## src/rtl/robo_limpa_tubos.sv

```systemverilog
// Left-wall-following controller for a pipe-cleaning robot: one action per cycle (front / turn / remove).
// Latency: one cycle; sensors sampled at a rising edge drive the registered action visible until the next edge.
// Backpressure: none; the robot issues an action every cycle except in DONE, where it stays idle until reset.
module robo_limpa_tubos #(
  parameter int REMOVE_CYCLES = 3
) (
  input  logic clock,
  input  logic reset,
  input  logic head,
  input  logic left,
  input  logic under,
  input  logic barrier,
  output logic front,
  output logic turn,
  output logic remove
);

  typedef enum logic [1:0] {
    ST_FOLLOW,
    ST_REMOVE,
    ST_ROT,
    ST_DONE
  } state_t;

  // A right turn is done as three consecutive left turns.
  localparam logic [1:0] REM_LAST = 2'(REMOVE_CYCLES);
  localparam logic [1:0] ROT_LAST = 2'd3;

  state_t     state;
  logic [1:0] rem_cnt;
  logic [1:0] rot_cnt;
  logic       just_turned;
  logic       moved;

  // Outcome of one wall-following decision on the current sensor sample.
  state_t     f_state;
  logic       f_front;
  logic       f_turn;
  logic       f_remove;
  logic       f_just_turned;
  logic       f_moved;
  logic [1:0] f_rem_cnt;
  logic [1:0] f_rot_cnt;
  logic       follow_eval;

  // A finished removal or rotation hands over to the follow rules on the
  // same edge, so the robot never idles between sequences.
  assign follow_eval = (state == ST_FOLLOW) ||
                       ((state == ST_REMOVE) && (rem_cnt >= REM_LAST)) ||
                       ((state == ST_ROT) && (rot_cnt >= ROT_LAST));

  // Wall-following rules in priority order: trash, stop marker, gap on the
  // left, straight ahead, blocked ahead.
  always_comb begin
    f_state       = ST_FOLLOW;
    f_front       = 1'b0;
    f_turn        = 1'b0;
    f_remove      = 1'b0;
    f_just_turned = just_turned;
    f_moved       = moved;
    f_rem_cnt     = 2'd0;
    f_rot_cnt     = 2'd0;
    if (barrier) begin
      f_remove      = 1'b1;
      f_state       = ST_REMOVE;
      f_rem_cnt     = 2'd1;
      f_just_turned = 1'b0;
    end else if (under && moved) begin
      // The marker only counts once the robot has left its start cell.
      f_state = ST_DONE;
    end else if (!left && !just_turned) begin
      // Opening on the left: turn into it, then step through next cycle.
      f_turn        = 1'b1;
      f_just_turned = 1'b1;
    end else if (!head) begin
      // Either wall on the left, or already turned toward the opening.
      f_front       = 1'b1;
      f_just_turned = 1'b0;
      f_moved       = 1'b1;
    end else begin
      // Blocked ahead: first of three left turns making a right turn.
      f_turn        = 1'b1;
      f_state       = ST_ROT;
      f_rot_cnt     = 2'd1;
      f_just_turned = 1'b0;
    end
  end

  // Controller state, counters, flags and registered actions.
  always_ff @(posedge clock or negedge reset) begin
    if (!reset) begin
      state       <= ST_FOLLOW;
      rem_cnt     <= 2'd0;
      rot_cnt     <= 2'd0;
      just_turned <= 1'b0;
      moved       <= 1'b0;
      front       <= 1'b0;
      turn        <= 1'b0;
      remove      <= 1'b0;
    end else if (follow_eval) begin
      state       <= f_state;
      rem_cnt     <= f_rem_cnt;
      rot_cnt     <= f_rot_cnt;
      just_turned <= f_just_turned;
      moved       <= f_moved;
      front       <= f_front;
      turn        <= f_turn;
      remove      <= f_remove;
    end else begin
      case (state)
        ST_REMOVE: begin
          // Sensors ignored while the trash is being cleared.
          rem_cnt <= rem_cnt + 2'd1;
          front   <= 1'b0;
          turn    <= 1'b0;
          remove  <= 1'b1;
        end
        ST_ROT: begin
          // Sensors ignored until the right turn is complete.
          rot_cnt <= rot_cnt + 2'd1;
          front   <= 1'b0;
          turn    <= 1'b1;
          remove  <= 1'b0;
        end
        default: begin
          // DONE: parked on the marker until reset.
          state  <= ST_DONE;
          front  <= 1'b0;
          turn   <= 1'b0;
          remove <= 1'b0;
        end
      endcase
    end
  end

endmodule

```

## config.mk

```make
export PLATFORM = sky130hd
export DESIGN_NAME = robo_limpa_tubos
export DESIGN_NICKNAME = d
export VERILOG_FILES = /design/src/rtl/robo_limpa_tubos.sv
export SDC_FILE = /design/constraint.sdc
export NUM_CORES = 1
export LEC_CHECK = 0
export CORE_MARGIN = 10
export CORE_UTILIZATION = 45
export CTS_BUF_LIST = sky130_fd_sc_hd__clkbuf_16
export DETAILED_ROUTE_END_ITERATION = 8
export PLACE_DENSITY = 0.71
export SLEW_MARGIN = 20
export SYNTH_ARGS = -nofsm -noshare
export SYNTH_HDL_FRONTEND = slang
export SYNTH_SLANG_ARGS = --single-unit
```

## constraint.sdc

```tcl
create_clock -name clock -period 1.5 [get_ports clock]
set_clock_uncertainty 0.1 [all_clocks]
set_input_delay 0.225 -clock clock [delete_from_list [all_inputs] [get_ports clock]]
set_output_delay 0.225 -clock clock [all_outputs]
set_load 0.01 [all_outputs]
```

==> flow_summary.json <==
{
  "die_w_um": 56.8,
  "placedCellCount": 88,
  "cts_tree": "done",
  "drt-total-wl_um": 1640,
  "grt_setup_unrepaired": "true",
  "fmax_mhz": 611,
  "fp.dieArea_um2": 3230,
  "syn_area_per_cell_um2": 10.9,
  "period_share_pct": 109,
  "place_congestion": 0.766,
  "crit_chain": "ha_1 > and2_1 > o211ai_2 > or3b_1",
  "drt_iter0_markers": 12,
  "cp-startpoint": "rot_cnt[0]",
  "clk_path_buf_depth": 2,
  "regToRegEndpoint": "rot_cnt[0]",
  "crit_fanout": 5,
  "grt_pass1_wl_um": 2700,
  "ys_warnings": 0,
  "cellLeakagePower_nw": 0.437,
  "vias_per_cell": 5.77,
  "grt_max_degree": 7,
  "antenna_found_initial": 0,
  "sequential_to_total_area_share_from_yosys_stat_pct": 45.1,
  "run_status": "finished with violations",
  "dp_hpwl_um": 1020,
  "avgRoutedWirePerCell_um": 17.4,
  "synthCells": 56,
  "final_nets": 91,
  "antenna_left": 0,
  "reg2reg_setup_slack_ns": -0.14,
  "clock-root-buffer": "sky130_fd_sc_hd__clkbuf_16",
  "grt_overflow": 0,
  "endpoint": "rot_cnt[0]",
  "grt_use_total_pct": 10.5,
  "post-layout-total-power_w": 0.000828,
  "synth_area_leaders": "sky130_fd_sc_hd__dfrtp_1, sky130_fd_sc_hd__ha_1, sky130_fd_sc_hd__a221oi_4",
  "timing_worst_setup_path_type": "reg -> reg",
  "cpLargestDelayFamily": "simple AND/OR/NAND/NOR gates",
  "highest_layer": "met4",
  "clk_transition_reported_paths_ns": 0.04,
  "launching_point_of_the_worst_reg2reg_path": "rot_cnt[0]",
  "crit_end_element": "flip-flop",
  "synth_seq_cells": 11,
  "cts.htree.levels": 1,
  "reg2regPathDepth": 4,
  "critPathBufInv": 0,
  "failed_checks": "setup timing",
  "first_global_vias": 595,
  "layout-drive-gt1-share_pct": 40.5,
  "coreArea_um2": 1280,
  "arrival_ns": 1.64,
  "rows": 13,
  "vdd.ir_drop.worst_mv": 0.987,
  "clk_lat_worst_skew_ns": 0.24,
  "min_path_type": "in -> async",
  "timing.max_cap.violations": 0,
  "area_delta_synth_final_pct": 57.0,
  "worst-endpoint-required_ns": 1.51,
  "count_of_input_and_output_buffers": 8,
  "power_density_nw_per_um2": 863,
  "totalNegativeSetupSlack_ns": -0.727,
  "finalNonFillerCells": 94,
  "path_depth": 4,
  "crit_path_top_delay_cell": "sky130_fd_sc_hd__dfrtp_1",
  "start_kind": "flip-flop",
  "worst_pin_slew_ns": 0.415,
  "syn_nets": 67,
  "final_cell_utilization_of_the_core_pct": 74.6,
  "timing.slew.headroom_pct": 72.3,
  "drt-pass1-iter-count": 4,
  "setup_violations": 9,
  "initial_core_utilization_pct": 47.5,
  "drv_slew": 0,
  "synth_top_cell_area_share_pct": 45.1,
  "ios": 9,
  "routed-wl-met2_um": 852,
  "post_synth_instance_area_um2": 611,
  "met3RoutedLength_um": 83,
  "pre_cts_ws_ns": -0.141,
  "post-route-worst-setup-slack_ns": -0.136,
  "post-route-min-period_ns": 1.64,
  "hold_viol_final": 0,
  "drc": 0,
  "numCtsBuffers": 3,
  "ys_types": 25,
  "timing.critical_path.slowest_cell_delay_ns": 0.38,
  "m1WireLength_um": 643,
  "synth_area_leader_cell": "sky130_fd_sc_hd__dfrtp_1",
  "die_height_um": 56.8,
  "cts.sink_count": 11,
  "antenna_cells": 0,
  "vias": 542
}
==> repair_timing <==
item,in CTS,in global routing
gates resized for setup,10,7
pin swaps,7,1
cloned,0,0
endpoints found under the hold margin,0,0
buffers inserted,2,0
hold buffers,0,0
endpoints found under the setup margin,8,10
==> cells in the mapped netlist, drive strengths merged <==
cell type	instances
a21o	2
a21oi	4
a221o	1
a221oi	1
a31oi	1
and2	1
and3	2
buf	1
dfrtp	11
ha	5
inv	3
mux2i	1
nand2	6
nand2b	1
nand3b	1
nor2	2
nor3b	1
nor4b	2
o211ai	1
o21a	1
o21ai	4
o31ai	1
o41ai	1
or3b	1
xnor2	1
==> through the flow <==
stage / area [um2] / hold slack (ns)
3_3_place_gp: 791 / 0.384
4_1_cts: 931 / 0.132
2_1_floorplan: 628 / -0.171
3_5_place_dp: 791 / 0.382
6_report: 958 / 0.120
5_1_grt: 958 / 0.144
==> registers in the layout, indices dropped and copies added, names as in the netlist <==
register / flops
turn: 1
remove: 1
moved: 1
just_turned: 1
rem_cnt: 2
rot_cnt: 2
front: 1
state: 2
==> how the worst min path moves through the flow <==
| stage | endpoint | depth (start not counted) |
|---|---|---|
| after detailed placement | rot_cnt[1] | 1 |
| after global placement | rot_cnt[1] | 1 |
| after floorplan | front | 0 |
| after global routing | rem_cnt[0] | 1 |
| final | rem_cnt[0] | 1 |
| after CTS | rem_cnt[0] | 1 |
==> routing by layer <==
layer  up-vias  GRT usage (%)
met3         9           4.72
met1       262           10.2
met4         0           5.03
li1        255              -
met2        16           18.3
met5         -              0
==> kinds of logic after synthesis <==
group | after synthesis | synth area share, %
and+or+nand+nor | 17 | 15.8
AOI/OAI and AO/OA | 17 | 22.1
muxes | 1 | 1.64
xor gates and xnor gates | 1 | 1.43
DFF | 11 | 45.1
buffers and inverters | 4 | 3.69
adders and majority gates | 5 | 10.2
==> report_power, final <==
group	leakage (nW)	internal [W]	switching [W]	total, W
Sequential	0.128	0.000298	0	0.000298
Clock	0.0423	0.000350	0.000138	0.000489
Combinational	0.268	0.0000222	0.0000189	0.0000411
Total	0.437	0.000671	0.000157	0.000828
==> cell type report <==
class | instances | area, um2
Multi-Input combinational cell | 41 | 384
Fill cell | 101 | 327
Sequential cell | 11 | 275
Timing Repair Buffer | 20 | 190
Clock buffer | 3 | 75.1
Tap cell | 15 | 18.8
Inverter | 3 | 11.3
Clock inverter | 1 | 3.75
==> cells in the final DEF (no fill, tap or decap) <==
| cell type | count |
|---|---|
| sky130_fd_sc_hd__ha_1 | 1 |
| sky130_fd_sc_hd__a31oi_1 | 1 |
| sky130_fd_sc_hd__nor4b_1 | 1 |
| sky130_fd_sc_hd__o21ai_0 | 1 |
| sky130_fd_sc_hd__nand2_1 | 3 |
| sky130_fd_sc_hd__or3b_1 | 1 |
| sky130_fd_sc_hd__o41ai_2 | 1 |
| sky130_fd_sc_hd__nor4b_2 | 1 |
| sky130_fd_sc_hd__nor2_2 | 1 |
| sky130_fd_sc_hd__clkdlybuf4s50_1 | 8 |
| sky130_fd_sc_hd__nand2b_1 | 1 |
| sky130_fd_sc_hd__a21oi_2 | 1 |
| sky130_fd_sc_hd__buf_12 | 1 |
| sky130_fd_sc_hd__a21oi_1 | 3 |
| sky130_fd_sc_hd__nor2_1 | 1 |
| sky130_fd_sc_hd__inv_1 | 2 |
| sky130_fd_sc_hd__o21a_1 | 1 |
| sky130_fd_sc_hd__nand2_2 | 3 |
| sky130_fd_sc_hd__nor3b_1 | 1 |
| sky130_fd_sc_hd__buf_6 | 2 |
| sky130_fd_sc_hd__a221o_2 | 1 |
| sky130_fd_sc_hd__o21ai_2 | 1 |
| sky130_fd_sc_hd__nand3b_1 | 1 |
| sky130_fd_sc_hd__o21ai_1 | 2 |
| sky130_fd_sc_hd__a221oi_4 | 1 |
| sky130_fd_sc_hd__ha_2 | 1 |
| sky130_fd_sc_hd__ha_4 | 3 |
| sky130_fd_sc_hd__inv_2 | 2 |
| sky130_fd_sc_hd__buf_4 | 9 |
| sky130_fd_sc_hd__and2_1 | 1 |
| sky130_fd_sc_hd__mux2i_1 | 1 |
| sky130_fd_sc_hd__dfrtp_1 | 11 |
| sky130_fd_sc_hd__xnor2_1 | 1 |
| sky130_fd_sc_hd__a21o_1 | 2 |
| sky130_fd_sc_hd__o211ai_2 | 1 |
| sky130_fd_sc_hd__clkbuf_16 | 3 |
| sky130_fd_sc_hd__o31ai_1 | 1 |
| sky130_fd_sc_hd__and3_1 | 2 |
No activity file was read; power rests on OpenSTA's default activity.
